File: config.mk
export PLATFORM = sky130hd
export DESIGN_NAME = uart_program_loader
export DESIGN_NICKNAME = d
export VERILOG_FILES = /design/src/rtl/uart_program_loader.sv
export SDC_FILE = /design/constraint.sdc
export NUM_CORES = 1
export LEC_CHECK = 0
export ABC_AREA = 0
export CORE_MARGIN = 3
export CORE_UTILIZATION = 40
export CTS_CLUSTER_SIZE = 10
export DETAILED_ROUTE_END_ITERATION = 10
export MAX_ROUTING_LAYER = met4
export PLACE_DENSITY = 0.57
export SYNTH_ARGS = -nofsm -noshare
export SYNTH_HDL_FRONTEND = slang
export SYNTH_SLANG_ARGS = --single-unit
File: constraint.sdc
create_clock -name clk -period 2.6 [get_ports clk]
set_clock_uncertainty 0.05 [all_clocks]
set_input_delay 0.39 -clock clk [delete_from_list [all_inputs] [get_ports clk]]
set_output_delay 0.39 -clock clk [all_outputs]
set_load 0.005 [all_outputs]
File: src/rtl/uart_program_loader.sv
// uart_program_loader: parses a SYNC/LEN/data/CHK frame from the UART, checks it,
// then bursts it into the CPU RAM while holding the CPU in reset.
module uart_program_loader #(
    parameter int          DEPTH      = 16,
    parameter int          ADDR_WIDTH = 4,
    parameter logic [7:0]  SYNC_BYTE  = 8'hA5,
    parameter int          TIMEOUT    = 1200000
) (
    input  logic                  clk,
    input  logic                  clr,
    input  logic [7:0]            rx_data,
    input  logic                  rx_valid,
    output logic                  wr_en,
    output logic [ADDR_WIDTH-1:0] wr_addr,
    output logic [7:0]            wr_data,
    output logic                  cpu_hold,
    output logic                  busy,
    output logic                  load_done,
    output logic                  load_err,
    output logic [1:0]            err_code
);
    localparam int CW = $clog2(TIMEOUT + 1);

    typedef enum logic [2:0] {IDLE, LEN, DATA, CSUM, COMMIT, ERROR} state_t;

    state_t                state_q, state_d;
    logic [ADDR_WIDTH-1:0] idx_q, idx_d, last_q, last_d;
    logic [7:0]            sum_q, sum_d;
    logic [CW-1:0]         cnt_q, cnt_d;
    logic [7:0]            mem_q [DEPTH];
    logic                  wr_en_d, done_d, err_d;
    logic [ADDR_WIDTH-1:0] wr_addr_d;
    logic [7:0]            wr_data_d;
    logic [1:0]            code_d;
    logic                  in_frame;

    assign in_frame = (state_q == LEN) || (state_q == DATA) || (state_q == CSUM);

    always_comb begin
        state_d   = state_q;
        idx_d     = idx_q;
        last_d    = last_q;
        sum_d     = sum_q;
        cnt_d     = '0;
        wr_en_d   = 1'b0;
        wr_addr_d = '0;
        wr_data_d = '0;
        done_d    = 1'b0;
        err_d     = 1'b0;
        code_d    = err_code;
        case (state_q)
            IDLE: if (rx_valid && rx_data == SYNC_BYTE) begin
                state_d = LEN;
                code_d  = 2'd0;
            end
            LEN: if (rx_valid) begin
                if (rx_data == 8'd0 || rx_data > 8'(DEPTH)) begin
                    state_d = ERROR;
                    err_d   = 1'b1;
                    code_d  = 2'd1;
                end else begin
                    state_d = DATA;
                    last_d  = ADDR_WIDTH'(rx_data - 8'd1);
                    idx_d   = '0;
                    sum_d   = '0;
                end
            end
            DATA: if (rx_valid) begin
                sum_d   = sum_q + rx_data;
                idx_d   = idx_q + 1'b1;
                state_d = (idx_q == last_q) ? CSUM : DATA;
            end
            CSUM: if (rx_valid) begin
                if (rx_data == sum_q) begin
                    state_d   = COMMIT;
                    idx_d     = '0;
                    wr_en_d   = 1'b1;
                    wr_data_d = mem_q[0];
                end else begin
                    state_d = ERROR;
                    err_d   = 1'b1;
                    code_d  = 2'd2;
                end
            end
            COMMIT: if (idx_q == last_q) begin
                state_d = IDLE;
                done_d  = 1'b1;
            end else begin
                idx_d     = idx_q + 1'b1;
                wr_en_d   = 1'b1;
                wr_addr_d = idx_d;
                wr_data_d = mem_q[idx_d];
            end
            default: state_d = IDLE;
        endcase
        // A byte arriving on the expiry cycle wins over the timeout.
        if (in_frame) begin
            cnt_d = rx_valid ? '0 : cnt_q + 1'b1;
            if (!rx_valid && cnt_q == CW'(TIMEOUT)) begin
                state_d = ERROR;
                err_d   = 1'b1;
                code_d  = 2'd3;
            end
        end
    end

    always_ff @(posedge clk) begin
        if (clr) begin
            state_q   <= IDLE;
            idx_q     <= '0;
            last_q    <= '0;
            sum_q     <= '0;
            cnt_q     <= '0;
            wr_en     <= 1'b0;
            wr_addr   <= '0;
            wr_data   <= '0;
            cpu_hold  <= 1'b0;
            busy      <= 1'b0;
            load_done <= 1'b0;
            load_err  <= 1'b0;
            err_code  <= 2'd0;
        end else begin
            state_q   <= state_d;
            idx_q     <= idx_d;
            last_q    <= last_d;
            sum_q     <= sum_d;
            cnt_q     <= cnt_d;
            wr_en     <= wr_en_d;
            wr_addr   <= wr_addr_d;
            wr_data   <= wr_data_d;
            cpu_hold  <= (state_d != IDLE) && (state_d != ERROR);
            busy      <= state_d != IDLE;
            load_done <= done_d;
            load_err  <= err_d;
            err_code  <= code_d;
        end
    end

    always_ff @(posedge clk) begin
        if (state_q == DATA && rx_valid) mem_q[idx_q] <= rx_data;
    end
endmodule

# Word level (Yosys, flattened, before mapping)
# Memory sizes are Yosys's and may differ from the RTL's.
# Index checks and enable logic that the tools add are counted.
[word_totals]
reg_bits = 59
ram_bits = 128
input_bits = 11
mem_count = 1
[op_classes]
n_addsub = 4
order_cmp = 1
eq_ne = 15
n_mux = 48
bitwise = 3
reduce_logical = 19
[mem_list]
columns = ["memory", "words", "width", "read_ports", "rd_ports_with_merged_regs", "write_ports", "line_no", "rtl"]
rows = [
  ["mem_q", 16, 8, 2, 0, 1, "30", "logic [7:0] mem_q [DEPTH];"],
]
[ops]
columns = ["operator", "n"]
rows = [
  ["$mux 8", 6],
  ["$pmux 8 s2", 2],
  ["$mux 3", 8],
  ["$mux 4", 6],
  ["$add 21x1->21 const B", 1],
  ["$eq 21x21->1 const B", 1],
  ["$pmux 4 s4", 1],
  ["$pmux 3 s5", 1],
  ["$mux 1", 14],
  ["$mux 2", 7],
  ["$ne 2x2->1 const B", 5],
  ["$add 8x8->8", 1],
  ["$eq 8x8->1", 1],
  ["$eq 8x8->1 const B", 1],
  ["$gt 8x5->1 const B", 1],
  ["$logic_not 8->1", 1],
  ["$reduce_and 7->1", 1],
  ["$eq 3x2->1 const B", 2],
  ["$pmux 2 s3", 1],
  ["$reduce_or 3->1", 2],
  ["$add 4x1->4 const B", 1],
  ["$eq 4x4->1", 1],
  ["$logic_and 1x1->1", 4],
  ["$pmux 1 s2", 2],
  ["15 further kinds", 19],
]

# Logic depth before layout (Yosys ltp)
# Gate-level depths: netlist (run 1).
[depth]
word_depth = 9
ltp_mapped = 11
mapped_depth_nobuf = 8

# Least setup slack after synthesis (run 1)
# Ideal clock, no wire load.
[synth_path]
path_kind = "register to register"
startpoint = "reg idx_q[0]"
endpoint = "reg wr_data[0]"
setup_ps = 143
t_arrival_ps = 2559
path_slack_ps = -152
path_stages_with_launch = 12
n_path_buf = 4
synth_period_minus_slack_ps = 2752
path_cell_list = "dfxtp_1 buf_2 buf_2 inv_1 ha_1 clkbuf_1 clkbuf_1 mux4_2 mux2i_1 nand2_1 a32oi_1 nor2_1"
[synth_via]
elab_chain_len = 4
elab_cells_between_ends = 5
cone_classes = "add/sub (1); eq/ne (1); mux (2); memory (1)"
[synth_rtl]
columns = ["item", "line_no", "rtl"]
rows = [
  ["start: declaration", "27", "logic [ADDR_WIDTH-1:0] idx_q, idx_d, last_q, last_d;"],
  ["start signal: assignment", "124", "idx_q <= idx_d;"],
  ["$add 4x1->4", "89", "idx_d = idx_q + 1'b1;"],
  ["$mem_v2 16x8", "-", ""],
  ["$mux 8 *", "85", "COMMIT: if (idx_q == last_q) begin"],
  ["$pmux 8 s2 *", "51", "case (state_q)"],
  ["end signal: assignment", "130", "wr_data <= wr_data_d;"],
  ["end: declaration", "15", "output logic [7:0] wr_data,"],
]
# Every way passes the cells marked *; elsewhere a longest branch is shown, timed or not.
# A chain may end at the register's enable or synchronous reset.

# Worst setup path in the final report (run 1)
[layout_path]
startpoint = "in rx_data[5]"
endpoint = "reg state_q[0]"
[layout_via]
elab_chain_len = 7
elab_cells_between_ends = 14
cone_classes = "order compare (1); eq/ne (2); mux (8); reduce/logical (3)"
[layout_rtl]
columns = ["item", "line_no", "rtl"]
rows = [
  ["start: declaration", "11", "input logic [7:0] rx_data,"],
  ["$gt 8x5->1 or $logic_not 8->1 (tied branches)", "57", "if (rx_data == 8'd0 || rx_data > 8'(DEPTH)) begin"],
  ["$logic_or 1x1->1", "57", ""],
  ["$mux 3", "57", ""],
  ["$mux 3", "56", "LEN: if (rx_valid) begin"],
  ["$pmux 3 s5 *", "51", ""],
  ["$mux 3", "99", "if (!rx_valid && cnt_q == CW'(TIMEOUT)) begin"],
  ["$mux 3 *", "97", "if (in_frame) begin"],
  ["end signal: assignment", "123", "state_q <= state_d;"],
  ["end: declaration", "26", "state_t state_q, state_d;"],
]
# Marks and branches as above.

==> out/metrics.csv, run 1 <==
stage;metric;value;unit
timing;fmax;398;MHz
detailed_routing;final routed DRC violation total;0;
global_routing;largest net degree at the start of global routing;33;
critical_path;top cell family by delay on the critical path;simple AND/OR/NAND/NOR gates;
critical_path;CP arrival;2.79;ns
detailed_routing;Vias per Instance;5.30;
detailed_routing;via count;5022;
pwr;clock share of power;43.3;%
floorplan;die area;0.0217;mm^2
layout;layout cell share with drive strength beyond 1;21.1;%
yosys;post-synthesis async set-or-reset flop share;0;%
yosys;top cell type's share of synthesized area;48.1;%
detailed_routing;Top Layer Used;met4;
placement;Placed Cells incl. Taps;915;
yosys;Mapped Nets;604;
clock_tree;CTS clk-pin slew, worst paths;0.07;ns
layout;commonest non-fill, non-tap cell in the layout;edfxtp_1;
critical_path;Reg2Reg Setup Slack;0.29;ns
timing;pins over their slew limit;0;
timing;# setup viols final;0;
yosys;Top FF cell, synth;edfxtp_1;
yosys;Post-synth EDFFs;128;
clock_tree;CTS Buf Count;17;
layout;n_diodes;0;
critical_path;Setup Crit Path Kind;in2reg;
timing;fin crit period;2.52;ns
pwr;part of the power in combinational logic;2.5;%
layout;most frequent cells in the layout;edfxtp_1, nor2_1, buf_4, dfxtp_1, nand2_1;
detailed_routing;TritonRoute pass-1 iters;5;
critical_path;CP Depth;8;
clock_tree;CTS root buffer;clkbuf_16;
pwr;VDD IR-drop max;0.475;mV
yosys;synth warn;0;
timing;Final period util;96.7;%
critical_path;CP startpoint kind;input port;
hold_path;Hold Startpoint;cnt_q[20]$_SDFF_PP0_;
timing;setup_tns;0;ns
critical_path;critical path's largest stage delay;0.53;ns
placement;DP Area;0.00904;mm^2
yosys;synthesized flop and latch total;187;
global_routing;vias in the first global route;5119;
global_routing;GRT Resource Usage Total;18.1;%
layout;Layout Cells excl Fill;947;
critical_path;worst-path maximum fanout;4;
clock_tree;cts hold-fix bufs;0;
detailed_routing;remaining antenna violation count after routing;0;
clock_tree;H-Tree Depth;4;
detailed_routing;routed wl met3;733;um
critical_path;cell count of the worst reg-to-reg path;7;
yosys;largest area contributor in the netlist;edfxtp_1;
pwr;Pwr per Cell Area;606;mW/mm^2
detailed_routing;met2 WL post-DR;8.70;mm
hold_path;Worst Hold Path EP;cnt_q[20]$_SDFF_PP0_;
clock_tree;clock tree from TritonCTS;built;
placement;HPWL after detailed placement;12.5;mm
timing;worst hold slack;0.440;ns
clock_tree;clock sinks;187;
pwr;leakage;0.00340;uW
floorplan;Chip Height;147;um
critical_path;required time of the critical path;2.88;ns
pwr;switching share of power;21.7;%
yosys;Netlist cell types;59;
pwr;Net Sw Power;1270;uW
flow_run;Max-Cap Viols;0;
global_routing;initial antenna violation count;0;
yosys;post-synthesis sequential area ratio;62.9;%
timing;relative max-transition margin;30.5;%
status;status;finished, final reports clean;
detailed_routing;Initial DRC Count;347;
pwr;sequential share of power;54.2;%
floorplan;Initial Util;40.9;%
hold_path;worst min path class;reg2reg;
floorplan;Rows;51;
timing;Worst Tran Pin Value;1.03;ns
yosys;Synth area leaders;edfxtp_1, dfxtp_1, mux4_2, nor2_1, mux2i_1;
placement;port bufs;29;
timing;Final Hold Viols;0;
clock_tree;Clock Latency Late Sink;0.44;ns
floorplan;die span in x;147;um
critical_path;CP Capture Type;register;
layout;fin nets;696;
detailed_routing;Avg WL per Cell;19.3;um
critical_path;reg2reg end;state_q[0]$_SDFF_PP0_;
yosys;Synth Cell Area;0.00799;mm^2
critical_path;worst reg2reg startpoint;sum_q[1]$_SDFFE_PP0P_;
floorplan;top-level I/O count;30;
yosys;Gate Count Post-Synth;577;
global_routing;grt ovf;0;
layout;Final Util;49.4;%
detailed_routing;total wire length;18.2;mm
layout;finished layout cell area;0.00965;mm^2
detailed_routing;M1 wire length;8.58;mm
critical_path;Critical-path top delay cell;clkdlybuf4s50_1;
clock_tree;Clock Path Buffers;2;
layout;Area Overhead vs Synth;20.8;%
timing;RSZ-0062 raised after global routing;false;
hold_path;Hold Crit Depth;2;
yosys;Synth Area per Inst;13.8;um^2
pwr;Cell Int Power;4580;uW
global_routing;first-pass GRT wire length;28.7;mm
critical_path;worst path cell trace;clkdlybuf4s50_1, ha_1, nor4_4, a31oi_1, a21o_1, o221a_1, or3_1, and2_1;
critical_path;CP Buf/Inv Count;1;
placement;gp weighted congestion;0.853;
floorplan;total core area;0.0195;mm^2
[cells in the mapped netlist (4+ instances only)]
master    instances
clkbuf_1         14
nand2b_1          6
nand4_1           4
mux4_2           32
nand2_1          39
a32oi_1           8
o21ai_0           5
edfxtp_1        128
and2_1            5
or3_1             6
dfxtp_1          59
and3_1            4
xor2_1           19
mux2i_1          20
xnor2_1          11
nor3_1           10
a21oi_1          10
ha_1             15
nor2b_1           5
nand3_1          16
a22oi_1           4
a31oi_1           4
or4_1             4
a21o_1            4
inv_1            10
nor3b_1           5
nor4_1            5
buf_2             7
nor2_1           78
a211oi_1          4
[registers in the layout (all words and copies together) (netlist names)]
signal and cells:
last_q 4, wr_addr 4, state_q 3, cpu_hold 1, err_code 2, wr_data 8
wr_en 1, load_done 1, sum_q 8, mem_q 128, load_err 1, busy 1
idx_q 4, cnt_q 21
[worst register-to-register path, stage by stage, from the launching register on]
cell,delay (ns)
dfxtp_1,0.43
ha_4,0.24
nor4_4,0.30
a31oi_1,0.16
a21o_1,0.20
o221a_1,0.26
or3_1,0.39
and2_1,0.18
[cell families (layout without fill, tap and decap cells)]
family | count (synthesis) | count (layout) | share of synthesized area (%)
AOI/OAI and AO/OA | 58 | 58 | 5.39
muxes | 54 | 54 | 11.8
adders and majority gates | 16 | 16 | 2.60
DFF | 187 | 187 | 62.9
buffers and inverters | 35 | 140 | 1.94
and+or+nand+nor | 196 | 196 | 11.8
xor gates and xnor gates | 31 | 31 | 3.49
[what timing repair did]
action	CTS	global route
endpoints found under the setup margin	3	3
setup buffers	0	0
resized for setup	1	4
[metrics by stage]
stage	setup slack, ns	power, uW
floorplan	0.0757	3280
global route	0.00846	6020
global placement	-0.464	3370
detailed placement	-0.469	3380
finish	0.0847	5850
CTS	0.0285	5880
[worst max path at each step]
| stage | slack (ns) | end | startpoint |
|---|---|---|---|
| floorplan | 0.08 | wr_data[0]$_SDFF_PP0_ | idx_q[0]$_SDFFE_PP0P_ |
| global placement | -0.46 | state_q[0]$_SDFF_PP0_ | rx_data[1] |
| detailed placement | -0.47 | state_q[0]$_SDFF_PP0_ | rx_data[1] |
| CTS | 0.03 | state_q[0]$_SDFF_PP0_ | rx_data[1] |
| global route | 0.008 | state_q[0]$_SDFF_PP0_ | rx_data[5] |
| finish | 0.08 | state_q[0]$_SDFF_PP0_ | rx_data[5] |
[power groups by stage]
stage / sequential (uW) / combinational (uW) / clock, uW
2_1_floorplan: 3240 / 37.2 / 0
3_3_place_gp: 3240 / 138 / 0
6_report: 3170 / 147 / 2530
3_5_place_dp: 3240 / 142 / 0
5_1_grt: 3170 / 158 / 2700
4_1_cts: 3170 / 144 / 2570
[cell type report]
cell class | instances | area, um^2
flip-flops and latches | 187 | 5030
multi-input cells | 355 | 2840
repair buffers | 97 | 841
well taps | 265 | 332
inverters | 11 | 41.3
fillers | 1729 | 9880
clock inverters | 13 | 134
clock buffers | 19 | 433
[routing by layer]
layer | GRT usage (%) | vias up
li1 | - | 2362
met1 | 24.1 | 2534
met2 | 28.6 | 110
met3 | 3.79 | 16
met4 | 4.71 | 0
met5 | - | -
Note: power is estimated with default switching activity, not from simulation.
==> inputs of run 2 (changes only) <==
--- a/config.mk
+++ b/config.mk
@@ -8,8 +8,9 @@
 export ABC_AREA = 0
 export CORE_MARGIN = 3
 export CORE_UTILIZATION = 40
-export CTS_CLUSTER_SIZE = 10
+export CTS_CLUSTER_SIZE = 20
 export DETAILED_ROUTE_END_ITERATION = 10
+export GPL_ROUTABILITY_DRIVEN = 0
 export MAX_ROUTING_LAYER = met4
 export PLACE_DENSITY = 0.57
 export SYNTH_ARGS = -nofsm -noshare
==> results of run 2 <==
Final layout, timing and power as in run 1 (identical DEF).
